File: src/rtl/uart_pkg.sv
// Shared types and constants for the UART port and its receive store.
package uart_pkg;

    localparam int CLK_DIV_DEFAULT = 434;
    localparam int RX_FIFO_DEPTH   = 4;
    localparam int DATA_BITS       = 8;
    localparam int STOP_BITS       = 1;

    typedef enum logic [1:0] {
        ST_IDLE,
        ST_START,
        ST_DATA,
        ST_STOP
    } uart_state_e;

endpackage

File: src/rtl/uart_rx_fifo.sv
// Receive byte store. UART_PORT_RX_FIFO_EN selects a 4-entry circular FIFO;
// otherwise a single holding register. A pop frees room for a same-cycle push.
module uart_rx_fifo
    import uart_pkg::*;
(
    input  logic       clk,
    input  logic       rst,
    input  logic       push,
    input  logic [7:0] push_data,
    input  logic       pop,
    output logic [7:0] rd_data,
    output logic       full,
    output logic       empty
);

`ifdef UART_PORT_RX_FIFO_EN
    logic [7:0] mem_q [RX_FIFO_DEPTH];
    logic [7:0] mem_d [RX_FIFO_DEPTH];
    logic [1:0] wr_ptr_q, wr_ptr_d, rd_ptr_q, rd_ptr_d;
    logic [2:0] cnt_q, cnt_d;
    logic       do_push, do_pop;

    assign full    = (cnt_q == 3'(RX_FIFO_DEPTH));
    assign empty   = (cnt_q == 3'd0);
    assign rd_data = mem_q[rd_ptr_q];
    assign do_pop  = pop && !empty;
    assign do_push = push && (!full || do_pop);

    always_comb begin
        mem_d    = mem_q;
        wr_ptr_d = wr_ptr_q;
        rd_ptr_d = rd_ptr_q;
        cnt_d    = cnt_q;
        if (do_push) begin
            mem_d[wr_ptr_q] = push_data;
            wr_ptr_d        = wr_ptr_q + 2'd1;
        end
        if (do_pop) rd_ptr_d = rd_ptr_q + 2'd1;
        if (do_push && !do_pop) cnt_d = cnt_q + 3'd1;
        else if (do_pop && !do_push) cnt_d = cnt_q - 3'd1;
    end

    always_ff @(posedge clk) begin
        if (rst) begin
            for (int i = 0; i < RX_FIFO_DEPTH; i++) mem_q[i] <= '0;
            wr_ptr_q <= '0;
            rd_ptr_q <= '0;
            cnt_q    <= '0;
        end else begin
            mem_q    <= mem_d;
            wr_ptr_q <= wr_ptr_d;
            rd_ptr_q <= rd_ptr_d;
            cnt_q    <= cnt_d;
        end
    end
`else
    logic [7:0] data_q, data_d;
    logic       valid_q, valid_d;
    logic       do_push, do_pop;

    assign full    = valid_q;
    assign empty   = !valid_q;
    assign rd_data = data_q;
    assign do_pop  = pop && valid_q;
    assign do_push = push && (!valid_q || do_pop);

    always_comb begin
        data_d  = data_q;
        valid_d = valid_q;
        if (do_pop) valid_d = 1'b0;
        if (do_push) begin
            data_d  = push_data;
            valid_d = 1'b1;
        end
    end

    always_ff @(posedge clk) begin
        if (rst) begin
            data_q  <= '0;
            valid_q <= 1'b0;
        end else begin
            data_q  <= data_d;
            valid_q <= valid_d;
        end
    end
`endif

endmodule

File: src/rtl/uart_port.sv
// Bus-attached UART: strobe-driven TX holding register/shifter and an RX
// deserializer feeding uart_rx_fifo (depth set by UART_PORT_RX_FIFO_EN).
module uart_port
    import uart_pkg::*;
#(
    parameter int CLK_DIV = CLK_DIV_DEFAULT
) (
    input  logic       clk,
    input  logic       rst,
    input  logic       wrn,
    input  logic       rdn,
    input  logic [7:0] data_in,
    output logic [7:0] data_out,
    output logic       data_oe,
    output logic       data_ready,
    output logic       tbre,
    output logic       tsre,
    output logic       txd,
    input  logic       rxd,
    output logic       rx_err
);

    localparam logic [15:0] DIV_M1   = 16'(CLK_DIV - 1);
    localparam logic [15:0] HALF_M1  = 16'(CLK_DIV / 2 - 1);
    localparam logic [2:0]  LAST_BIT = 3'(DATA_BITS - 1);

    logic        wrn_q, wrn_d1_q, rdn_q, rdn_d1_q;
    logic        rxd_s1_q, rxd_s2_q, rxd_d1_q;
    logic        wr_edge, rd_edge, rx_fall;

    uart_state_e tx_state_q, tx_state_d, rx_state_q, rx_state_d;
    logic [15:0] tx_cnt_q, tx_cnt_d, rx_cnt_q, rx_cnt_d;
    logic [2:0]  tx_bit_q, tx_bit_d, rx_bit_q, rx_bit_d;
    logic [7:0]  tx_shift_q, tx_shift_d, hold_q, hold_d, rx_shift_q, rx_shift_d;
    logic        txd_q, txd_d, tbre_q, tbre_d, tsre_q, tsre_d, rx_err_q, rx_err_d;
    logic        tx_load, rx_push, frame_err;
    logic [7:0]  fifo_rd_data;
    logic        fifo_full, fifo_empty;

    assign wr_edge = !wrn_q && wrn_d1_q;
    assign rd_edge = rdn_q && !rdn_d1_q;
    assign rx_fall = rxd_d1_q && !rxd_s2_q;

    always_comb begin
        tx_state_d = tx_state_q;
        tx_cnt_d   = (tx_state_q == ST_IDLE) ? 16'd0 : tx_cnt_q + 16'd1;
        tx_bit_d   = tx_bit_q;
        tx_shift_d = tx_shift_q;
        txd_d      = txd_q;
        tsre_d     = tsre_q;
        tbre_d     = tbre_q;
        hold_d     = hold_q;
        tx_load    = 1'b0;
        if (wr_edge && tbre_q) begin
            hold_d = data_in;
            tbre_d = 1'b0;
        end
        case (tx_state_q)
            ST_IDLE:  tx_load = !tbre_q;
            ST_START: if (tx_cnt_q == DIV_M1) begin
                tx_state_d = ST_DATA;
                tx_cnt_d   = '0;
                tx_bit_d   = '0;
                txd_d      = tx_shift_q[0];
                tx_shift_d = tx_shift_q >> 1;
            end
            ST_DATA: if (tx_cnt_q == DIV_M1) begin
                tx_cnt_d = '0;
                if (tx_bit_q == LAST_BIT) begin
                    tx_state_d = ST_STOP;
                    txd_d      = 1'b1;
                end else begin
                    tx_bit_d   = tx_bit_q + 3'd1;
                    txd_d      = tx_shift_q[0];
                    tx_shift_d = tx_shift_q >> 1;
                end
            end
            ST_STOP: if (tx_cnt_q == DIV_M1) begin
                // A byte waiting in the holding register starts with no idle gap.
                if (!tbre_q) tx_load = 1'b1;
                else begin
                    tx_state_d = ST_IDLE;
                    tsre_d     = 1'b1;
                end
            end
            default: tx_state_d = ST_IDLE;
        endcase
        if (tx_load) begin
            tx_shift_d = hold_q;
            tbre_d     = 1'b1;
            tsre_d     = 1'b0;
            tx_state_d = ST_START;
            tx_cnt_d   = '0;
            txd_d      = 1'b0;
        end
    end

    always_comb begin
        rx_state_d = rx_state_q;
        rx_cnt_d   = rx_cnt_q + 16'd1;
        rx_bit_d   = rx_bit_q;
        rx_shift_d = rx_shift_q;
        rx_push    = 1'b0;
        frame_err  = 1'b0;
        case (rx_state_q)
            ST_IDLE: begin
                rx_cnt_d = '0;
                if (rx_fall) rx_state_d = ST_START;
            end
            // The fall-detect cycle counts as the first cycle of the start bit.
            ST_START: if (rx_cnt_q == HALF_M1) begin
                rx_cnt_d   = '0;
                rx_bit_d   = '0;
                rx_state_d = rxd_s2_q ? ST_IDLE : ST_DATA;
            end
            ST_DATA: if (rx_cnt_q == DIV_M1) begin
                rx_cnt_d   = '0;
                rx_shift_d = {rxd_s2_q, rx_shift_q[7:1]};
                if (rx_bit_q == LAST_BIT) rx_state_d = ST_STOP;
                else rx_bit_d = rx_bit_q + 3'd1;
            end
            ST_STOP: if (rx_cnt_q == DIV_M1) begin
                rx_cnt_d   = '0;
                rx_state_d = ST_IDLE;
                rx_push    = rxd_s2_q;
                frame_err  = !rxd_s2_q;
            end
            default: rx_state_d = ST_IDLE;
        endcase
        rx_err_d = frame_err || (rx_push && fifo_full && !rd_edge);
    end

    always_ff @(posedge clk) begin
        if (rst) begin
            wrn_q      <= 1'b1;
            wrn_d1_q   <= 1'b1;
            rdn_q      <= 1'b1;
            rdn_d1_q   <= 1'b1;
            rxd_s1_q   <= 1'b1;
            rxd_s2_q   <= 1'b1;
            rxd_d1_q   <= 1'b1;
            tx_state_q <= ST_IDLE;
            tx_cnt_q   <= '0;
            tx_bit_q   <= '0;
            tx_shift_q <= '0;
            hold_q     <= '0;
            txd_q      <= 1'b1;
            tbre_q     <= 1'b1;
            tsre_q     <= 1'b1;
            rx_state_q <= ST_IDLE;
            rx_cnt_q   <= '0;
            rx_bit_q   <= '0;
            rx_shift_q <= '0;
            rx_err_q   <= 1'b0;
        end else begin
            wrn_q      <= wrn;
            wrn_d1_q   <= wrn_q;
            rdn_q      <= rdn;
            rdn_d1_q   <= rdn_q;
            rxd_s1_q   <= rxd;
            rxd_s2_q   <= rxd_s1_q;
            rxd_d1_q   <= rxd_s2_q;
            tx_state_q <= tx_state_d;
            tx_cnt_q   <= tx_cnt_d;
            tx_bit_q   <= tx_bit_d;
            tx_shift_q <= tx_shift_d;
            hold_q     <= hold_d;
            txd_q      <= txd_d;
            tbre_q     <= tbre_d;
            tsre_q     <= tsre_d;
            rx_state_q <= rx_state_d;
            rx_cnt_q   <= rx_cnt_d;
            rx_bit_q   <= rx_bit_d;
            rx_shift_q <= rx_shift_d;
            rx_err_q   <= rx_err_d;
        end
    end

    uart_rx_fifo u_rx_fifo (
        .clk       (clk),
        .rst       (rst),
        .push      (rx_push),
        .push_data (rx_shift_q),
        .pop       (rd_edge),
        .rd_data   (fifo_rd_data),
        .full      (fifo_full),
        .empty     (fifo_empty)
    );

    assign data_oe    = !rdn_q;
    assign data_out   = (data_oe && !fifo_empty) ? fifo_rd_data : 8'h00;
    assign data_ready = !fifo_empty;
    assign tbre       = tbre_q;
    assign tsre       = tsre_q;
    assign txd        = txd_q;
    assign rx_err     = rx_err_q;

endmodule

File: config.mk
export PLATFORM = sky130hd
export DESIGN_NAME = uart_port
export DESIGN_NICKNAME = d
export VERILOG_FILES = /design/src/rtl/uart_pkg.sv /design/src/rtl/uart_rx_fifo.sv /design/src/rtl/uart_port.sv
export SDC_FILE = /design/constraint.sdc
export NUM_CORES = 1
export LEC_CHECK = 0
export CAP_MARGIN = 15
export CORE_MARGIN = 3
export CORE_UTILIZATION = 36
export DETAILED_ROUTE_END_ITERATION = 10
export SETUP_SLACK_MARGIN = 0.3
export SYNTH_ARGS = -nofsm -noshare
export SYNTH_HDL_FRONTEND = slang
export SYNTH_SLANG_ARGS = --single-unit
File: constraint.sdc
create_clock -name clk -period 2.7 [get_ports clk]
set_clock_uncertainty 0.1 [all_clocks]
set_input_delay 0.27 -clock clk [delete_from_list [all_inputs] [get_ports clk]]
set_output_delay 0.27 -clock clk [all_outputs]
set_load 0.05 [all_outputs]
==> run_results.csv <==
group,metric,value,unit
worst_setup_path,cp_max_fo,9,
clock_tree,post_cts_buffers,0,
floorplan,placementRows,36,
sta,timing.final.crit_share,78.6,%
floorplan,start_util,37.5,%
sta,slew_viol_final,0,
yosys,synth.top_cell.area_share,46.3,%
pwr,max-vdd-ir-drop,0.000231,V
clock_tree,cts_buffers,9,
placement,place_ws,0.313,ns
yosys,synthArstFlopShare,0,%
worst_setup_path,start_kind,"register",
clock_tree,clk_path_buf_depth,2,
worst_setup_path,timing.rr.end,"u_rx_fifo.rd_data[1]$_SDFFE_PP0P_",
sta,worst-slew-pin-transition,0.737,ns
yosys,syn_area,3720,um2
grt,gr-max-usage-layer,"met2",
pwr,total_power,2.61,mW
grt,grt_util_met2,20.2,%
sta,rsz0062_at_grt,"false",
routing,vias,2791,
yosys,synth_commonest_cells,"86 x dfxtp_1, 72 x nor2_1, 31 x mux2i_1, 18 x nand2_1, 17 x xor2_1",
worst_hold_path,hold_path.class,"register to register",
clock_tree,cts_root_buf,"clkbuf_8",
pwr,p_int,1.84,mW
placement,hpwl,4830,um
routing,drc,0,
floorplan,ioPinCount,27,
floorplan,die_area,11600,um2
worst_setup_path,endpoint_kind,"register",
grt,grt_pass1_wl,11900,um
grt,gr-total-overflow,0,
clock_tree,holdBufCountCts,0,
pwr,pwr-share-clk,33.8,%
routing,wl_per_cell,12.0,um
grt,grt_antenna_before_repair,0,
clock_tree,numClockSinks,86,
sta,fmax,471,MHz
pwr,combPwrFrac,13.8,%
grt,grtUsageMet3,3.24,%
worst_setup_path,crit_type,"register to register",
yosys,ys_ff_latch,86,
sta,slew-limit-headroom,50.4,%
clock_tree,clkTransAtPathRegs,0.10,ns
final_layout,syn_to_final_growth,16.2,%
outcome,outcome,"completed",
worst_setup_path,rr_startpoint,"rx_cnt_q[10]$_SDFF_PP0_",
clock_tree,insertion_delay,0.36,ns
sta,final.setup.tns,0,ns
final_layout,final_area,4320,um2
yosys,synth-edff-count,0,
worst_setup_path,r2r_slack,0.58,ns
clock_tree,h-tree-depth,3,
worst_setup_path,cp.required,2.85,ns
yosys,yosys-top-cells-area,"dfxtp_1 46%, mux2i_1 8.3%, nor2_1 7.3%",
sta,min_period,2.12,ns
grt,grt_max_degree,41,
worst_setup_path,endpoint,"u_rx_fifo.rd_data[1]$_SDFFE_PP0P_",
final_layout,fillers,984,
pwr,power_density,604,nW/um2
yosys,yosys.area.top_type,"dfxtp_1",
worst_setup_path,arrival,2.27,ns
grt,grt.met1_usage,16.0,%
pwr,leakage,1.79,nW
floorplan,core_area,9910,um2
clock_tree,cts_tree,"built",
yosys,yosysUniqueCellTypes,45,
floorplan,die_w,108,um
worst_setup_path,crit_start,"rx_cnt_q[10]$_SDFF_PP0_",
worst_hold_path,worstHoldStart,"rxd_s1_q$_SDFF_PP1_",
routing,wirelength,6880,um
pwr,switchingPower,0.772,mW
placement,gp_congestion,0.760,
sta,hold_viol,0,
routing,drt_pre_antenna_iters,5,
sta,setup_viol,0,
yosys,seq_area_frac_synth,46.3,%
placement,placed_area,4130,um2
job,cap_viol_max_count,0,
final_layout,drive_gt1_share,8.18,%
pwr,switching_share,29.6,%
sta,worst_slack,0.578,ns
yosys,synth_fp_nets,433,
floorplan,die_h,108,um
final_layout,antennaDiodeCount,0,
routing,ant_nets,0,
yosys,avgSynthCellArea,9.16,um2
routing,via_per_inst,4.87,
grt,track_usage,12.6,%
pwr,power_frac_seq,52.4,%
grt,grt_pass1_vias,2672,
yosys,synth_most_common_cell,"dfxtp_1",
yosys,synthFlopType,"dfxtp_1",
yosys,yosys_warnings,0,
placement,io_buffers,26,
yosys,synth_cells,406,
routing,drt_first_iter_violations,87,
worst_setup_path,reg2reg_depth,6,
final_layout,final_nets,462,
-- logic make-up after synthesis --
family | count (synthesis) | synth area share, %
AOI/OAI and AO/OA | 45 | 7.23
DFF | 86 | 46.3
buffers and inverters | 26 | 2.99
xor gates and xnor gates | 28 | 6.59
adders and majority gates | 14 | 4.71
and+or+nand+nor | 176 | 23.8
muxes | 31 | 8.34
-- how the worst min path moves through the flow --
stage,slack (ns),end,depth (start not counted)
CTS,0.33,rxd_s2_q$_SDFF_PP1_,1
global route,0.35,rxd_s2_q$_SDFF_PP1_,1
floorplan,0.27,rdn_q$_SDFF_PP1_,1
detailed placement,0.31,rxd_s2_q$_SDFF_PP1_,1
finish,0.33,rxd_s2_q$_SDFF_PP1_,1
global placement,0.31,rxd_s2_q$_SDFF_PP1_,1
-- routing by layer --
layer  wire length (um)  share of wire [%]
met1               3390                 49
met2               3150                 46
met3                222                3.2
met4                122                1.8
met5                  0                  0
-- sequential cells by signal (all words and copies together), names as in the netlist, 2 cells and up, named ones only --
signal	flops
tx_shift_q	8
tx_bit_q	3
rx_shift_q	8
tx_state_q	2
rx_bit_q	3
tx_cnt_q	16
hold_q	8
u_rx_fifo.rd_data	8
rx_cnt_q	16
-- power by group through the flow --
| stage | registers, mW | logic, mW | clock network (mW) |
|---|---|---|---|
| floorplan | 1.41 | 0.235 | 0 |
| global placement | 1.39 | 0.349 | 0 |
| detailed placement | 1.40 | 0.357 | 0 |
| CTS | 1.37 | 0.361 | 0.917 |
| global route | 1.37 | 0.407 | 0.958 |
| finish | 1.37 | 0.361 | 0.882 |
-- timing repair --
action	in CTS	in global routing
pin swaps	0	0
resized for setup	9	1
setup endpoints to repair	9	8
-- placed cells by master, fill, tap and decap left out, types with 2 or more instances in the layout --
cell,synthesis,layout
dfxtp_1,86,86
nor2_1,72,72
mux2i_1,31,31
nand2_1,18,18
clkdlybuf4s50_1,0,18
xor2_1,17,17
nand3_1,15,15
nand4_1,14,14
ha_1,14,14
and2_1,13,13
o21ai_0,14,13
a21oi_1,13,13
inv_1,11,11
xnor2_1,11,11
nor3_1,10,10
clkbuf_8,0,9
dlygate4sd2_1,0,8
buf_4,0,7
or2_2,6,6
and4_1,4,4
nor4_1,4,4
a31oi_1,4,4
and3_1,4,4
inv_8,0,4
nor2b_1,4,3
nand3b_1,3,3
nand2b_1,3,3
o21ai_2,1,2
a22oi_1,2,2
clkinv_4,0,2
-- critical path, stage by stage (launching register included) --
cell	delay (ns)
dfxtp_1	0.37
or4_4	0.57
nor3b_4	0.41
nand4_1	0.14
buf_4	0.21
mux2i_1	0.16
nor2_1	0.05
-- final cells by class --
| class | count | area [um2] | share of cell area [%] |
|---|---|---|---|
| Clock inverter | 7 | 71.3 | 1.65 |
| Timing Repair Buffer | 33 | 303 | 7.01 |
| Inverter | 11 | 41.3 | 0.956 |
| Tap cell | 133 | 166 | 3.85 |
| Sequential cell | 86 | 1720 | 39.9 |
| Multi-Input combinational cell | 294 | 1890 | 43.8 |
| Clock buffer | 9 | 124 | 2.87 |
-- through the flow --
| step | hold WS (ns) | utilization [%] | instances |
|---|---|---|---|
| floorplan | 0.274 | - | 406 |
| global placement | 0.305 | 41.7 | 557 |
| detailed placement | 0.306 | 41.7 | 557 |
| CTS | 0.331 | 43.6 | 573 |
| global route | 0.351 | 43.6 | 573 |
| finish | 0.330 | 43.6 | 573 |
No activity file was read; power rests on OpenSTA's default activity.
